File: config.mk
export PLATFORM = sky130hd
export DESIGN_NAME = write_buffer_flat
export DESIGN_NICKNAME = d
export VERILOG_FILES = /design/src/rtl/write_buffer_if.sv /design/src/rtl/write_buffer.sv /design/src/flat_wrapper.sv
export SDC_FILE = /design/constraint.sdc
export NUM_CORES = 1
export LEC_CHECK = 0
export CAP_MARGIN = 20
export CORE_MARGIN = 2
export CORE_UTILIZATION = 40
export CTS_CLUSTER_DIAMETER = 50
export DETAILED_ROUTE_END_ITERATION = 12
export PLACE_DENSITY_LB_ADDON = 0.2
export SYNTH_ARGS = -nofsm -noshare
export SYNTH_HDL_FRONTEND = slang
export SYNTH_SLANG_ARGS = --single-unit
export TNS_END_PERCENT = 20
File: constraint.sdc
create_clock -name clk -period 5 [get_ports clk]
set_input_delay 1 -clock clk [delete_from_list [all_inputs] [get_ports clk]]
set_output_delay 1 -clock clk [all_outputs]
set_load 0.005 [all_outputs]
File: src/rtl/write_buffer_if.sv
// Generic request/response bus used on both sides of the write buffer.
// The master drives the request; the slave returns data and a one-cycle ready.
interface write_buffer_if #(
   parameter int ADDR_W = 32,
   parameter int DATA_W = 32
);
   logic              strobe;
   logic              rw;
   logic [ADDR_W-1:0] address;
   logic [DATA_W-1:0] wdata;
   logic [DATA_W-1:0] rdata;
   logic              ready;

   modport master (output strobe, rw, address, wdata, input rdata, ready);
   modport slave  (input strobe, rw, address, wdata, output rdata, ready);
endinterface

File: src/rtl/write_buffer.sv
// Posted write buffer for a write-through cache: writes queue in a FIFO and are
// drained to memory in order; reads forward from the buffer or bypass to memory.
module write_buffer #(
   parameter int ADDR_W = 32,
   parameter int DATA_W = 32,
   parameter int DEPTH  = 4
) (
   input  logic                       clk,
   input  logic                       rst,
   write_buffer_if.slave              c,
   write_buffer_if.master             m,
   output logic                       wb_empty,
   output logic [$clog2(DEPTH+1)-1:0] wb_count
);
   localparam int PTR_W = $clog2(DEPTH);
   localparam int CNT_W = $clog2(DEPTH+1);

   typedef enum logic [1:0] {IDLE, RD_MEM, WR_MEM, RD_RSP} state_t;
   state_t state, state_n;

   logic [ADDR_W-1:0] fifo_addr [DEPTH];
   logic [DATA_W-1:0] fifo_data [DEPTH];
   logic [PTR_W-1:0]  wr_ptr, rd_ptr;
   logic [CNT_W-1:0]  count, count_n;

   logic              req, busy_rd, hit, push, pop;
   logic [DATA_W-1:0] hit_data;

   logic              c_ready_q, c_ready_n;
   logic [DATA_W-1:0] c_rdata_q, c_rdata_n;
   logic              m_strobe_q, m_strobe_n;
   logic              m_rw_q, m_rw_n;
   logic [ADDR_W-1:0] m_address_q, m_address_n;
   logic [DATA_W-1:0] m_wdata_q, m_wdata_n;
   logic              wb_empty_q, wb_empty_n;

   assign c.ready   = c_ready_q;
   assign c.rdata   = c_rdata_q;
   assign m.strobe  = m_strobe_q;
   assign m.rw      = m_rw_q;
   assign m.address = m_address_q;
   assign m.wdata   = m_wdata_q;
   assign wb_empty  = wb_empty_q;
   assign wb_count  = count;

   // Scan oldest to youngest so the last match is the most recent write.
   always_comb begin
      hit      = 1'b0;
      hit_data = '0;
      for (int unsigned k = 0; k < DEPTH; k++) begin
         if (CNT_W'(k) < count && fifo_addr[rd_ptr + PTR_W'(k)] == c.address) begin
            hit      = 1'b1;
            hit_data = fifo_data[rd_ptr + PTR_W'(k)];
         end
      end
   end

   always_comb begin
      req         = c.strobe && !c_ready_q;
      busy_rd     = (state == RD_MEM) || (state == RD_RSP);
      state_n     = state;
      push        = 1'b0;
      pop         = 1'b0;
      c_ready_n   = 1'b0;
      c_rdata_n   = c_rdata_q;
      m_strobe_n  = m_strobe_q;
      m_rw_n      = m_rw_q;
      m_address_n = m_address_q;
      m_wdata_n   = m_wdata_q;

      if (req && !c.rw && count != CNT_W'(DEPTH)) begin
         push      = 1'b1;
         c_ready_n = 1'b1;
      end
      if (req && c.rw && hit && !busy_rd) begin
         c_ready_n = 1'b1;
         c_rdata_n = hit_data;
      end

      case (state)
         IDLE: begin
            if (req && c.rw && !hit) begin
               state_n     = RD_MEM;
               m_strobe_n  = 1'b1;
               m_rw_n      = 1'b1;
               m_address_n = c.address;
            end else if (count != '0) begin
               state_n     = WR_MEM;
               m_strobe_n  = 1'b1;
               m_rw_n      = 1'b0;
               m_address_n = fifo_addr[rd_ptr];
               m_wdata_n   = fifo_data[rd_ptr];
            end
         end
         WR_MEM: begin
            if (m.ready && m_strobe_q) begin
               pop        = 1'b1;
               m_strobe_n = 1'b0;
               state_n    = IDLE;
            end
         end
         RD_MEM: begin
            if (m.ready && m_strobe_q) begin
               m_strobe_n = 1'b0;
               c_rdata_n  = m.rdata;
               state_n    = RD_RSP;
            end
         end
         RD_RSP: begin
            c_ready_n = 1'b1;
            state_n   = IDLE;
         end
         default: state_n = IDLE;
      endcase

      case ({push, pop})
         2'b10:   count_n = count + CNT_W'(1);
         2'b01:   count_n = count - CNT_W'(1);
         default: count_n = count;
      endcase
      // A write in flight still occupies the head, so count alone covers it.
      wb_empty_n = (count_n == '0);
   end

   always_ff @(posedge clk or negedge rst) begin
      if (!rst) state <= IDLE;
      else      state <= state_n;
   end

   always_ff @(posedge clk or negedge rst) begin
      if (!rst) begin
         wr_ptr      <= '0;
         rd_ptr      <= '0;
         count       <= '0;
         c_ready_q   <= 1'b0;
         c_rdata_q   <= '0;
         m_strobe_q  <= 1'b0;
         m_rw_q      <= 1'b0;
         m_address_q <= '0;
         m_wdata_q   <= '0;
         wb_empty_q  <= 1'b1;
      end else begin
         if (push) wr_ptr <= wr_ptr + PTR_W'(1);
         if (pop)  rd_ptr <= rd_ptr + PTR_W'(1);
         count       <= count_n;
         c_ready_q   <= c_ready_n;
         c_rdata_q   <= c_rdata_n;
         m_strobe_q  <= m_strobe_n;
         m_rw_q      <= m_rw_n;
         m_address_q <= m_address_n;
         m_wdata_q   <= m_wdata_n;
         wb_empty_q  <= wb_empty_n;
      end
   end

   always_ff @(posedge clk) begin
      if (push) begin
         fifo_addr[wr_ptr] <= c.address;
         fifo_data[wr_ptr] <= c.wdata;
      end
   end
endmodule

File: src/flat_wrapper.sv
// flat-port wrapper written by rule: the top's interface ports become plain ports
module write_buffer_flat 
#(
   parameter int ADDR_W = 32,
   parameter int DATA_W = 32,
   parameter int DEPTH  = 4
)
  (clk, rst, wb_empty, wb_count, c_strobe, c_rw, c_address, c_wdata, c_rdata, c_ready, m_strobe, m_rw, m_address, m_wdata, m_rdata, m_ready);
  write_buffer_if #(.ADDR_W(ADDR_W), .DATA_W(DATA_W)) c_i ();
  write_buffer_if #(.ADDR_W(ADDR_W), .DATA_W(DATA_W)) m_i ();
  input  logic clk;
  input  logic rst;
  output logic wb_empty;
  output logic [$clog2(DEPTH+1)-1:0] wb_count;
  input wire logic [$bits(c_i.strobe)-1:0] c_strobe;
  input wire logic [$bits(c_i.rw)-1:0] c_rw;
  input wire logic [$bits(c_i.address)-1:0] c_address;
  input wire logic [$bits(c_i.wdata)-1:0] c_wdata;
  output wire logic [$bits(c_i.rdata)-1:0] c_rdata;
  output wire logic [$bits(c_i.ready)-1:0] c_ready;
  output wire logic [$bits(m_i.strobe)-1:0] m_strobe;
  output wire logic [$bits(m_i.rw)-1:0] m_rw;
  output wire logic [$bits(m_i.address)-1:0] m_address;
  output wire logic [$bits(m_i.wdata)-1:0] m_wdata;
  input wire logic [$bits(m_i.rdata)-1:0] m_rdata;
  input wire logic [$bits(m_i.ready)-1:0] m_ready;
  assign c_i.strobe = c_strobe;
  assign c_i.rw = c_rw;
  assign c_i.address = c_address;
  assign c_i.wdata = c_wdata;
  assign c_rdata = c_i.rdata;
  assign c_ready = c_i.ready;
  assign m_strobe = m_i.strobe;
  assign m_rw = m_i.rw;
  assign m_address = m_i.address;
  assign m_wdata = m_i.wdata;
  assign m_i.rdata = m_rdata;
  assign m_i.ready = m_ready;
  write_buffer #(.ADDR_W(ADDR_W), .DATA_W(DATA_W), .DEPTH(DEPTH)) u_core (.clk(clk), .rst(rst), .c(c_i), .m(m_i), .wb_empty(wb_empty), .wb_count(wb_count));
endmodule
==> summary.md <==
| Metric | Value |
|---|---|
| Clock transition at path regs | `approximately 60 ps` |
| CTS tree | `yes` |
| Antenna Violating Nets Remaining | `0` |
| First-pass GRT wire length | `103,000 um` |
| IO Count | `204` |
| IR drop worst, VDD | `0.339 mV` |
| Count leader, synth | `edfxtp_1` |
| Placer Congestion | `0.910` |
| TritonCTS Buffers | `47` |
| R2r startpoint | `u_core.rd_ptr[0]` |
| Initial Utilization | `0.405` |
| Top FF cell, synth | `edfxtp_1` |
| Die height | `235 um` |
| Initial antenna violation count | `3` |
| Setup TNS | `0 ps` |
| Fin cells | `2,717` |
| Worst-Margin Slew | `992 ps` |
| CTS Hold Bufs | `0` |
| Crit Path Max Fanout | `37` |
| Setup Fix Bufs, Post-CTS | `0` |
| GRT Resource Usage Total | `0.243` |
| Crit path arrival time | `just over 5000 ps` |
| Max Cap Violations | `0` |
| Net switching power figure | `5.77 mW` |
| Syn_nets | `1,939` |
| Register-to-Register Setup Slack | `340 ps` |
| Crit path launch type | `flip-flop` |
| Final WL | `between 60,000 and 70,000 um` |
| Ratio of cells with drive above 1 in the final layout | `0.161` |
| DIE AREA | `55,100 um2` |
| Post-synthesis cell type count | `68` |
| Routed vias/inst | `5.99` |
| Leakage power | `9.27 nW` |
| Placement Setup Slack | `125 ps` |
| Crit. End Element | `flip-flop` |
| Clk sinks | `365` |
| Synth-to-Final Area Change | `21.7%` |
| HPWL after detailed placement | `approximately 46,000 um` |
| Seq pwr share | `0.297` |
| Drt drc | `0` |
| Post-cts sizing count | `0` |
| Sw frac | `0.382` |
| IO Port Bufs | `around 200` |
| EDFF count, synth | `256` |
| Fraction of registers with async set/reset | `0.299` |
| Mapped Area | `21,300 um2` |
| Root buffer cell | `clkbuf_16` |
| Number of global-route vias before repair | `approximately 16,000` |
| Nets | `2,106` |
| Final setup fails | `0` |
| Logic pwr share | `0.467` |
| Mean Syn Cell Area | `approximately 12 um2` |
| H-tree depth | `2` |
| Syn. warnings | `0` |
| Slew Viols, Final | `0` |
| Worst r2r dst | `u_core.m.address[29]` |
| Final Skew | `44.3 ps` |
| Synth Instances | `1,824` |
| CP required | `5470 ps` |
| Cell total after placement | `~2,600` |
| Vias after detailed routing | `about 16,000` |
| WHS | `between 400 and 500 ps` |
| Clk Latency, worst-skew pair | `630 ps` |
| Int Pwr | `9.35 mW` |
| Critical path class | `flip-flop to flip-flop` |
| Synth area leaders | `edfxtp_1, dfrtp_1, mux2i_1, mux4_2, o21ai_0` |
| Area of the multi-input gates | `10,000 um2` |
| Fin crit share | `0.931` |
| Largest net degree at the start of global routing | `122` |
| Clk pwr share | `0.236` |
| Sequential-to-total area share from yosys stat | `0.489` |
| RSZ-0062 raised after global routing | `false` |
| Final Hold Viols | `0` |
| Status | `complete, no violations` |
| Headroom to the max-slew limit | `0.339` |
| Final setup margin | `about 340 ps` |
| N_diodes | `0` |
| HP Class | `primary input to asynchronous set/reset pin` |
| Core area | `around 53,000 um2` |
| Final Util | `0.493` |
| Seq cells post-synth | `approximately 370` |
| Gr ovfl total | `0` |
| CP endpoint | `u_core.m.address[29]` |
| Die Wd | `about 230 um` |
| Most instantiated cells after synthesis | `edfxtp_1, o21ai_0, mux2i_1` |
| Clk buf depth | `3` |
| Num rows | `84` |
| Top cell type by total area after synthesis | `edfxtp_1` |
| Seq. cell area | `between 10,000 and 15,000 um2` |
| Final min period | `4660 ps` |
| Fmax | `215 MHz` |
| FILL cells | `around 4,700` |
| DR WL/cell | `approximately 25 um` |
| Setup crit start | `u_core.rd_ptr[0]` |
| TritonRoute pass-1 iters | `5` |
| R2r worst-path depth | `10` |
| DRT iter0 DRCs | `1,347` |
| Post-synth top area share | `0.361` |
| Cell area power density | `roughly 580 nW/um2` |
-- power groups by stage --
stage / clock (mW) / combinational, mW / sequential (mW)
floorplan: 0 / 4.63 / 4.30
global placement: 0 / 6.87 / 4.54
detailed placement: 0 / 7.00 / 4.54
CTS: 3.62 / 7.03 / 4.50
global route: 3.75 / 7.58 / 4.57
finish: 3.56 / 7.07 / 4.50
-- metal layers --
layer  GRT usage  vias to the layer above  part of all wire
met1       0.321                     8234              0.43
met2       0.405                      519              0.48
met3      0.0432                      130             0.056
met5           0                        -           0.00062
li1            -                     7373                 -
met4      0.0781                        6             0.029
-- layout by cell type (no fill, tap or decap), types with 36 or more instances in the layout --
cell             Yosys  layout
mux2i_1            179     179
dfrtp_1            108     106
mux4_2              55      55
mux2_2              83      83
xnor2_1             79      79
buf_4                9      66
nand2_1            168     167
o21ai_0            210     210
clkdlybuf4s50_1      0     202
nand3_1             42      42
clkbuf_16            0      47
o221ai_1            36      36
o211ai_1            38      38
edfxtp_1           256     256
-- worst max-delay path: stages (launching register included) --
cell and delay (ps):
dfrtp_4 930, buf_12 230, mux4_2 510, xor2_1 230, a2111oi_0 800, buf_4 240
or4b_1 520, o22ai_4 180, nor3_4 100, and2_4 320, a221o_1 410
-- worst min path at each step --
stage,from,end,slack (ps),depth (start not counted)
after floorplan,u_core.m.rw,u_core.m.rw,470,1
after global placement,u_core.m.rw,u_core.m.rw,470,1
after detailed placement,u_core.m.rw,u_core.m.rw,470,1
after CTS,u_core.m.rw,u_core.m.rw,490,1
after global routing,rst,u_core.m.address[10],520,1
final,rst,u_core.m.address[10],480,1
-- kinds of logic (layout without fill, tap and decap cells) --
kind of cell | after synthesis | in the layout | synth area share
AOI/OAI and AO/OA | 465 | 465 | 0.145
buffers and inverters | 191 | 396 | 0.0424
muxes | 320 | 320 | 0.189
DFF | 365 | 365 | 0.489
xor gates and xnor gates | 106 | 106 | 0.0436
and+or+nand+nor | 363 | 363 | 0.0830
adders and majority gates | 14 | 14 | 0.00823
-- flip-flops by register name, summed over array words and instances, names as in the netlist --
register	count
u_core.c.rdata	32
u_core.c.ready	1
u_core.fifo_addr	128
u_core.fifo_data	128
u_core.m.address	32
u_core.m.rw	1
u_core.m.strobe	1
u_core.m.wdata	32
u_core.rd_ptr	2
u_core.state	2
u_core.wb_count	3
u_core.wb_empty	1
u_core.wr_ptr	2
-- stage by stage --
stage	total power [mW]	cell area [um2]
6_report	15.1	25900
5_1_grt	15.9	25900
4_1_cts	15.1	25900
3_5_place_dp	11.5	24300
3_3_place_gp	11.4	24300
2_1_floorplan	8.93	21300
-- layout make-up --
| type | count | area share |
|---|---|---|
| Tap cell | 688 | 0.0332 |
| Timing Repair Buffer | 287 | 0.112 |
| Inverter | 22 | 0.00328 |
| Clock inverter | 31 | 0.0155 |
| Multi-Input combinational cell | 1268 | 0.386 |
| Sequential cell | 365 | 0.402 |
| Clock buffer | 56 | 0.0475 |
No activity file was read; power rests on OpenSTA's default activity.
